**src/rtl/pm_irq_pkg.sv**
```systemverilog
// Shared definitions for the Pokemon Mini interrupt controller: FSM states,
// register-map offsets and the source-to-priority-group table.
package pm_irq_pkg;

  typedef enum logic [1:0] {
    IDLE,
    REQ,
    ACKED
  } irq_fsm_t;

  localparam int MAX_SOURCES  = 32;
  localparam int REG_PRIO_OFS = 0;

  function automatic int bytes_for(input int bits);
    return (bits + 7) / 8;
  endfunction

  // Priority group of each interrupt source (NMI, blitter, timers, 256 Hz, IR, keypad).
  function automatic int src_group(input int src);
    if (src <= 2)       return 0;
    else if (src <= 4)  return 3;
    else if (src <= 6)  return 2;
    else if (src <= 8)  return 1;
    else if (src <= 10) return 0;
    else if (src <= 14) return 7;
    else if (src <= 18) return 8;
    else if (src <= 20) return 6;
    else if (src <= 28) return 5;
    else                return 4;
  endfunction

endpackage

```
**src/rtl/irq_priority_select.sv**
```systemverilog
// Combinational winner selection: highest priority among eligible sources,
// ties resolved towards the lowest source index.
module irq_priority_select #(
  parameter int NUM_SOURCES = 32,
  parameter int PRIO_WIDTH  = 2
) (
  input  logic [NUM_SOURCES-1:0]                 eligible_i,
  input  logic [NUM_SOURCES-1:0][PRIO_WIDTH-1:0] prio_i,
  output logic [4:0]                             win_idx_o,
  output logic [PRIO_WIDTH-1:0]                  win_level_o,
  output logic                                   win_valid_o
);

  logic [4:0]            best_idx;
  logic [PRIO_WIDTH-1:0] best_level;
  logic                  best_valid;

  // NOTE: every variable written in an always_comb gets a default first, so no path infers a latch.
  always_comb begin
    best_idx   = '0;
    best_level = '0;
    best_valid = 1'b0;
    // Ascending scan with strict '>' keeps the lowest index on a tie.
    for (int i = 0; i < NUM_SOURCES; i++) begin
      if (eligible_i[i] && (!best_valid || (prio_i[i] > best_level))) begin
        best_valid = 1'b1;
        best_idx   = 5'(i);
        best_level = prio_i[i];
      end
    end
  end

  assign win_idx_o   = best_idx;
  assign win_level_o = best_level;
  assign win_valid_o = best_valid;

endmodule

```
**src/rtl/irq_arbiter.sv**
```systemverilog
// Interrupt controller: edge-latched pending flags, bus-mapped priority/enable/
// pending registers, and a registered req/ack handshake towards the CPU.
module irq_arbiter
  import pm_irq_pkg::*;
#(
  parameter int          NUM_SOURCES = 32,
  parameter int          NUM_GROUPS  = 9,
  parameter int          PRIO_WIDTH  = 2,
  parameter logic [23:0] BASE_ADDR   = 24'h2020
) (
  input  logic                   clk,
  input  logic                   reset,
  input  logic [NUM_SOURCES-1:0] irq_src,
  input  logic                   bus_write,
  input  logic                   bus_read,
  input  logic [23:0]            bus_address_in,
  input  logic [7:0]             bus_data_in,
  output logic [7:0]             bus_data_out,
  input  logic [PRIO_WIDTH-1:0]  cpu_level,
  output logic                   cpu_irq_req,
  output logic [4:0]             cpu_irq_vector,
  output logic [PRIO_WIDTH-1:0]  cpu_irq_level,
  input  logic                   cpu_irq_ack
);

  localparam int PRIO_BITS  = NUM_GROUPS * PRIO_WIDTH;
  localparam int PRIO_BYTES = bytes_for(PRIO_BITS);
  localparam int SRC_BYTES  = bytes_for(NUM_SOURCES);
  localparam int EN_OFS     = REG_PRIO_OFS + PRIO_BYTES;
  localparam int PEND_OFS   = EN_OFS + SRC_BYTES;
  localparam int MAP_BYTES  = PEND_OFS + SRC_BYTES;

  logic [PRIO_BITS-1:0]   prio_q, prio_d;
  logic [NUM_SOURCES-1:0] enable_q, enable_d;
  logic [NUM_SOURCES-1:0] pending_q, pending_d;
  logic [NUM_SOURCES-1:0] src_prev_q;
  logic [NUM_SOURCES-1:0] edge_set, pend_clr;

  irq_fsm_t              state_q;
  logic                  req_q;
  logic [4:0]            vector_q;
  logic [PRIO_WIDTH-1:0] level_q;

  // Reads carry no side effects, so the read strobe is not needed.
  logic unused_bus_read;
  assign unused_bus_read = bus_read;

  logic [23:0] ofs;
  int          byte_sel;
  assign ofs      = bus_address_in - BASE_ADDR;
  assign byte_sel = (ofs < 24'(MAP_BYTES)) ? int'(ofs) : -1;

  always_comb begin
    bus_data_out = '0;
    for (int b = 0; b < PRIO_BITS; b++) begin
      if (byte_sel == REG_PRIO_OFS + b / 8) bus_data_out[3'(b % 8)] = prio_q[b];
    end
    for (int s = 0; s < NUM_SOURCES; s++) begin
      if (byte_sel == EN_OFS + s / 8)   bus_data_out[3'(s % 8)] = enable_q[s];
      if (byte_sel == PEND_OFS + s / 8) bus_data_out[3'(s % 8)] = pending_q[s];
    end
  end

  assign edge_set = irq_src & ~src_prev_q;

  always_comb begin
    prio_d   = prio_q;
    enable_d = enable_q;
    pend_clr = '0;
    if (bus_write) begin
      for (int b = 0; b < PRIO_BITS; b++) begin
        if (byte_sel == REG_PRIO_OFS + b / 8) prio_d[b] = bus_data_in[3'(b % 8)];
      end
      for (int s = 0; s < NUM_SOURCES; s++) begin
        if (byte_sel == EN_OFS + s / 8)   enable_d[s] = bus_data_in[3'(s % 8)];
        if (byte_sel == PEND_OFS + s / 8) pend_clr[s] = bus_data_in[3'(s % 8)];
      end
    end
    // A new edge in the same cycle as a W1C clear keeps the flag set.
    pending_d = (pending_q & ~pend_clr) | edge_set;
  end

  // NOTE: sequential state is updated only with non-blocking assignments inside always_ff.
  always_ff @(posedge clk or negedge reset) begin
    if (!reset) begin
      prio_q     <= '0;
      enable_q   <= '0;
      pending_q  <= '0;
      src_prev_q <= '0;
    end else begin
      prio_q     <= prio_d;
      enable_q   <= enable_d;
      pending_q  <= pending_d;
      src_prev_q <= irq_src;
    end
  end

  logic [NUM_SOURCES-1:0]                 eligible;
  logic [NUM_SOURCES-1:0][PRIO_WIDTH-1:0] src_prio;

  for (genvar i = 0; i < NUM_SOURCES; i++) begin : g_src
    localparam int GRP = src_group(i);
    if (GRP < NUM_GROUPS) begin : g_map
      assign src_prio[i] = prio_q[GRP*PRIO_WIDTH +: PRIO_WIDTH];
    end else begin : g_none
      assign src_prio[i] = '0;
    end
    assign eligible[i] = pending_q[i] & enable_q[i] &
                         (src_prio[i] != '0) & (src_prio[i] > cpu_level);
  end

  logic [4:0]            win_idx;
  logic [PRIO_WIDTH-1:0] win_level;
  logic                  win_valid;

  irq_priority_select #(
    .NUM_SOURCES (NUM_SOURCES),
    .PRIO_WIDTH  (PRIO_WIDTH)
  ) u_select (
    .eligible_i  (eligible),
    .prio_i      (src_prio),
    .win_idx_o   (win_idx),
    .win_level_o (win_level),
    .win_valid_o (win_valid)
  );

  logic [MAX_SOURCES-1:0] elig_pad;
  logic                   held_eligible;
  assign elig_pad      = MAX_SOURCES'(eligible);
  assign held_eligible = elig_pad[vector_q];

  always_ff @(posedge clk or negedge reset) begin
    if (!reset) begin
      state_q  <= IDLE;
      req_q    <= 1'b0;
      vector_q <= '0;
      level_q  <= '0;
    end else begin
      case (state_q)
        IDLE: begin
          if (win_valid) begin
            state_q  <= REQ;
            req_q    <= 1'b1;
            vector_q <= win_idx;
            level_q  <= win_level;
          end
        end
        REQ: begin
          // No pre-emption: a better source waits until the FSM is back in IDLE.
          if (cpu_irq_ack) begin
            state_q <= ACKED;
            req_q   <= 1'b0;
          end else if (!held_eligible) begin
            state_q <= IDLE;
            req_q   <= 1'b0;
          end
        end
        ACKED: begin
          state_q <= IDLE;
        end
        default: begin
          state_q <= IDLE;
          req_q   <= 1'b0;
        end
      endcase
    end
  end

  assign cpu_irq_req    = req_q;
  assign cpu_irq_vector = vector_q;
  assign cpu_irq_level  = level_q;

endmodule

```
**config.mk**
```make
export PLATFORM = sky130hd
export DESIGN_NAME = irq_arbiter
export DESIGN_NICKNAME = d
export VERILOG_FILES = /design/src/rtl/pm_irq_pkg.sv /design/src/rtl/irq_priority_select.sv /design/src/rtl/irq_arbiter.sv
export SDC_FILE = /design/constraint.sdc
export NUM_CORES = 1
export LEC_CHECK = 0
export ABC_AREA = 1
export BUFFER_PORTS_ARGS = -buffer_cell sky130_fd_sc_hd__buf_2
export CAP_MARGIN = 20
export CORE_ASPECT_RATIO = 0.75
export CORE_MARGIN = 3
export CORE_UTILIZATION = 60
export DETAILED_ROUTE_END_ITERATION = 10
export PLACE_DENSITY = 0.82
export SYNTH_ARGS = -nofsm -noshare
export SYNTH_HDL_FRONTEND = slang
export SYNTH_HIERARCHICAL = 1
export SYNTH_SLANG_ARGS = --single-unit
```
**constraint.sdc**
```tcl
create_clock -name clk -period 18 [get_ports clk]
set_input_delay 0 -clock clk [delete_from_list [all_inputs] [get_ports clk]]
set_output_delay 0 -clock clk [all_outputs]
set_load 0.03 [all_outputs]
```
==> run_summary.xml <==
<?xml version="1.0" encoding="UTF-8"?>
<metrics>
  <group name="final_layout">
    <metric name="area.growth.synth_to_final" unit="%">20.0</metric>
    <metric name="multi_input_area" unit="mm²">0.00499</metric>
    <metric name="final_common_cell" unit="">nand2_1</metric>
    <metric name="mostFrequentLayoutCells" unit="">nand2_1, inv_1, o21ai_0</metric>
    <metric name="drive_gt1_frac" unit="">0.188</metric>
    <metric name="sequential_cell_area" unit="mm²">0.00170</metric>
    <metric name="layout.nets" unit="">1416</metric>
    <metric name="fillCellCount" unit="">922</metric>
    <metric name="final_cell_count_no_fill" unit="">1459</metric>
    <metric name="count_of_antenna_diodes_in_the_layout" unit="">0</metric>
  </group>
  <group name="pwr">
    <metric name="power.static_leakage" unit="nW">4.50</metric>
    <metric name="finalPower" unit="W">0.000801</metric>
    <metric name="cellPowerDensity" unit="mW/mm²">94.0</metric>
    <metric name="vdd_ir_drop_max" unit="mV">0.0751</metric>
  </group>
  <group name="grt">
    <metric name="global_route.usage.total" unit="">0.274</metric>
    <metric name="grt_start_max_net_pins" unit="">69</metric>
    <metric name="grt_pass1_wl" unit="mm">30.4</metric>
    <metric name="top_usage_layer" unit="">met2</metric>
    <metric name="overflow" unit="">0</metric>
    <metric name="gr-usage-met2" unit="">0.459</metric>
    <metric name="antenna_violations_before_repair" unit="">0</metric>
    <metric name="grt_util_met1" unit="">0.380</metric>
    <metric name="met3_usage" unit="">0.0326</metric>
    <metric name="grt_pass1_vias" unit="">6923</metric>
  </group>
  <group name="clock_network">
    <metric name="clock_sinks" unit="">68</metric>
    <metric name="cts.root.buffer_cell" unit="">clkbuf_16</metric>
    <metric name="clkLatencyLatePin" unit="ps">340</metric>
    <metric name="cts_buffers" unit="">9</metric>
    <metric name="cts.htree.levels" unit="">3</metric>
    <metric name="clock_tree_from_tritoncts" unit="">done</metric>
    <metric name="cts_max_path_buffers" unit="">2</metric>
    <metric name="clkTransAtPathRegs" unit="ps">60</metric>
  </group>
  <group name="critical_path">
    <metric name="crit_top_cell" unit="">nand2_1</metric>
    <metric name="endpoint_kind" unit="">register</metric>
    <metric name="setup.worst_path.start_class" unit="">register</metric>
    <metric name="cp_max_fo" unit="">6</metric>
    <metric name="crit_path_max_incr_delay" unit="ps">380</metric>
    <metric name="timing.critical_path.required" unit="ps">18220</metric>
    <metric name="cell_with_the_largest_stage_delay_on_the_worst_path" unit="">dfrtp_1</metric>
    <metric name="worst-setup-path-type" unit="">reg -&gt; reg</metric>
    <metric name="timing.critical_path.arrival" unit="ps">16630</metric>
  </group>
  <group name="timing">
    <metric name="fin_crit_sh" unit="">0.912</metric>
    <metric name="fmaxAchievable" unit="MHz">60.9</metric>
    <metric name="slew_headroom" unit="">0.439</metric>
    <metric name="final_max_slew_viol_count" unit="">0</metric>
    <metric name="clock_skew" unit="ps">5.78</metric>
    <metric name="hold_viol_final" unit="">0</metric>
    <metric name="finalWorstSetupSlack" unit="ps">1590</metric>
    <metric name="minimum_hold_slack" unit="ps">79.1</metric>
    <metric name="setup_viol" unit="">0</metric>
    <metric name="timing.final.crit_period" unit="ps">16410</metric>
    <metric name="pin_slew_with_the_least_headroom_to_its_limit" unit="ps">834</metric>
  </group>
  <group name="logic_synthesis">
    <metric name="mapped_cell_area" unit="mm²">0.00709</metric>
    <metric name="synth_cells" unit="">1119</metric>
    <metric name="ys_seq_elements" unit="">68</metric>
    <metric name="synth.lib_cells_used.distinct" unit="">43</metric>
    <metric name="synth_largest_type_area_fraction" unit="">0.240</metric>
    <metric name="yosys.area.top_type" unit="">dfrtp_1</metric>
    <metric name="ys_seq_area_frac" unit="">0.240</metric>
    <metric name="synth_warnings" unit="">6</metric>
    <metric name="dominant_cells_by_area_after_synthesis" unit="">dfrtp_1, nand2_1, inv_1, o21ai_0, ha_1</metric>
    <metric name="syn_area_per_cell" unit="µm²">6.34</metric>
  </group>
  <group name="die">
    <metric name="floorplan.die.width" unit="µm">132</metric>
    <metric name="die_h" unit="µm">100</metric>
    <metric name="core.rowCount" unit="">33</metric>
    <metric name="fp.coreArea" unit="mm²">0.0112</metric>
    <metric name="top_level_ports" unit="">87</metric>
    <metric name="die_area" unit="mm²">0.0132</metric>
    <metric name="initial_core_util" unit="">0.632</metric>
  </group>
  <group name="routing">
    <metric name="via_per_inst" unit="">5.05</metric>
    <metric name="vias" unit="">7374</metric>
    <metric name="drc" unit="">0</metric>
    <metric name="antenna_violating_nets_remaining" unit="">0</metric>
    <metric name="drt-wirelength-per-cell" unit="µm">12.3</metric>
    <metric name="drt-pass1-iter-count" unit="">5</metric>
    <metric name="detailedRoute.firstIterationViolations" unit="">460</metric>
    <metric name="wirelength" unit="mm">17.9</metric>
  </group>
  <group name="placed_design">
    <metric name="place_ws" unit="ps">396</metric>
    <metric name="port_buffers" unit="">61</metric>
    <metric name="replace_congestion" unit="">0.914</metric>
    <metric name="detailedPlacementHpwl" unit="mm">13.6</metric>
    <metric name="dp_cells" unit="">1425</metric>
  </group>
  <group name="hold_path">
    <metric name="hold_path_class" unit="">in -&gt; reg</metric>
  </group>
  <group name="flow_run">
    <metric name="drv_cap" unit="">0</metric>
  </group>
  <group name="run_status">
    <metric name="outcome" unit="">complete, no violations</metric>
  </group>
</metrics>
## routing by layer
layer | wire [µm] | vias up
met2 | 8090 | 230
met5 | 0 | -
li1 | - | 3833
met4 | 293 | 0
met3 | 1180 | 33
met1 | 8350 | 3278
## cells in the mapped netlist (all sizes together)
cell type	n
clkbuf	2
nor2b	1
nand4	10
or2	14
xor2	1
o21bai	2
and2	6
or3	1
mux2	4
clkinv	2
buf	4
conb	1
xnor2	1
a21oi	27
o21ai	141
o2111ai	1
nand3	95
ha	47
inv	203
a21o	1
nand3b	1
o211ai	1
o31ai	6
nor2	112
nor3	22
a31oi	3
dfrtp	68
nor4	1
nand2	341
## stage by stage
stage / setup TNS (ps) / util / area [µm²]
2_1_floorplan: 0 / - / 7430
3_3_place_gp: 0 / 0.705 / 7920
3_5_place_dp: 0 / 0.705 / 7920
4_1_cts: 0 / 0.751 / 8440
5_1_grt: -6.69 / 0.758 / 8510
6_report: 0 / 0.758 / 8510
## final cells by class
class	instances	area share
clock buffer	9	0.0265
inverter	205	0.0907
clock inverter	6	0.0132
tap	157	0.0231
multi-input combinational	931	0.586
sequential	68	0.200
timing repair buffer	83	0.0605
## flip-flops by register name (all words and copies together) (netlist names)
name / flops
src_prev_q: 16
state_q: 2
prio_q: 10
pending_q: 16
cpu_irq_req: 1
cpu_irq_vector: 5
cpu_irq_level: 2
enable_q: 16
## cell families (layout without fill, tap and decap cells)
| logic type | Yosys count | after routing | share of synthesized area |
|---|---|---|---|
| and+or+nand+nor | 604 | 604 | 0.420 |
| buffers and inverters | 211 | 303 | 0.114 |
| AOI/OAI and AO/OA | 182 | 182 | 0.134 |
| DFF | 68 | 68 | 0.240 |
| adders and majority gates | 47 | 47 | 0.0829 |
| muxes | 4 | 4 | 0.00635 |
| xor gates and xnor gates | 2 | 2 | 0.00247 |
| other | 1 | 92 | 0.000529 |
## critical path: cells and delay by family (launching register included)
kind            cells  cell delay [ps]
simple gates       75             7550
buf+inv             7              420
fa+ha+maj          13             3770
compound gates     35             3920
flops               1              380
mux                 1              260
## worst paths after layout
path | start | to | slack (ps) | cells past startpoint
worst min register to register | src_prev_q[3] | pending_q[3] | 410 | 1
min in group asynchronous | reset | src_prev_q[17] | 410 | 3
max in group asynchronous | reset | enable_q[0] | 17050 | 3
worst max register to register | prio_q[1] | cpu_irq_level[1] | 1590 | 131
worst max-delay path | prio_q[1] | cpu_irq_level[1] | 1590 | 131
worst min-delay path | bus_data_in[2] | enable_q[18] | 80 | 3
## what timing repair did
item                       in CTS  in global routing
setup endpoints to repair       0                  6
hold endpoints to repair      101                  0
setup buffers                   0                  1
gates resized for setup         0                 35
hold buffers                   18                  0
## where the power goes
| part | internal [W] | total [W] | switching, W |
|---|---|---|---|
| clock | 0.000135 | 0.000202 | 0.0000670 |
| combinational | 0.000162 | 0.000424 | 0.000262 |
| sequential | 0.000165 | 0.000175 | 0.00000934 |
No activity file was read; power rests on OpenSTA's default activity.
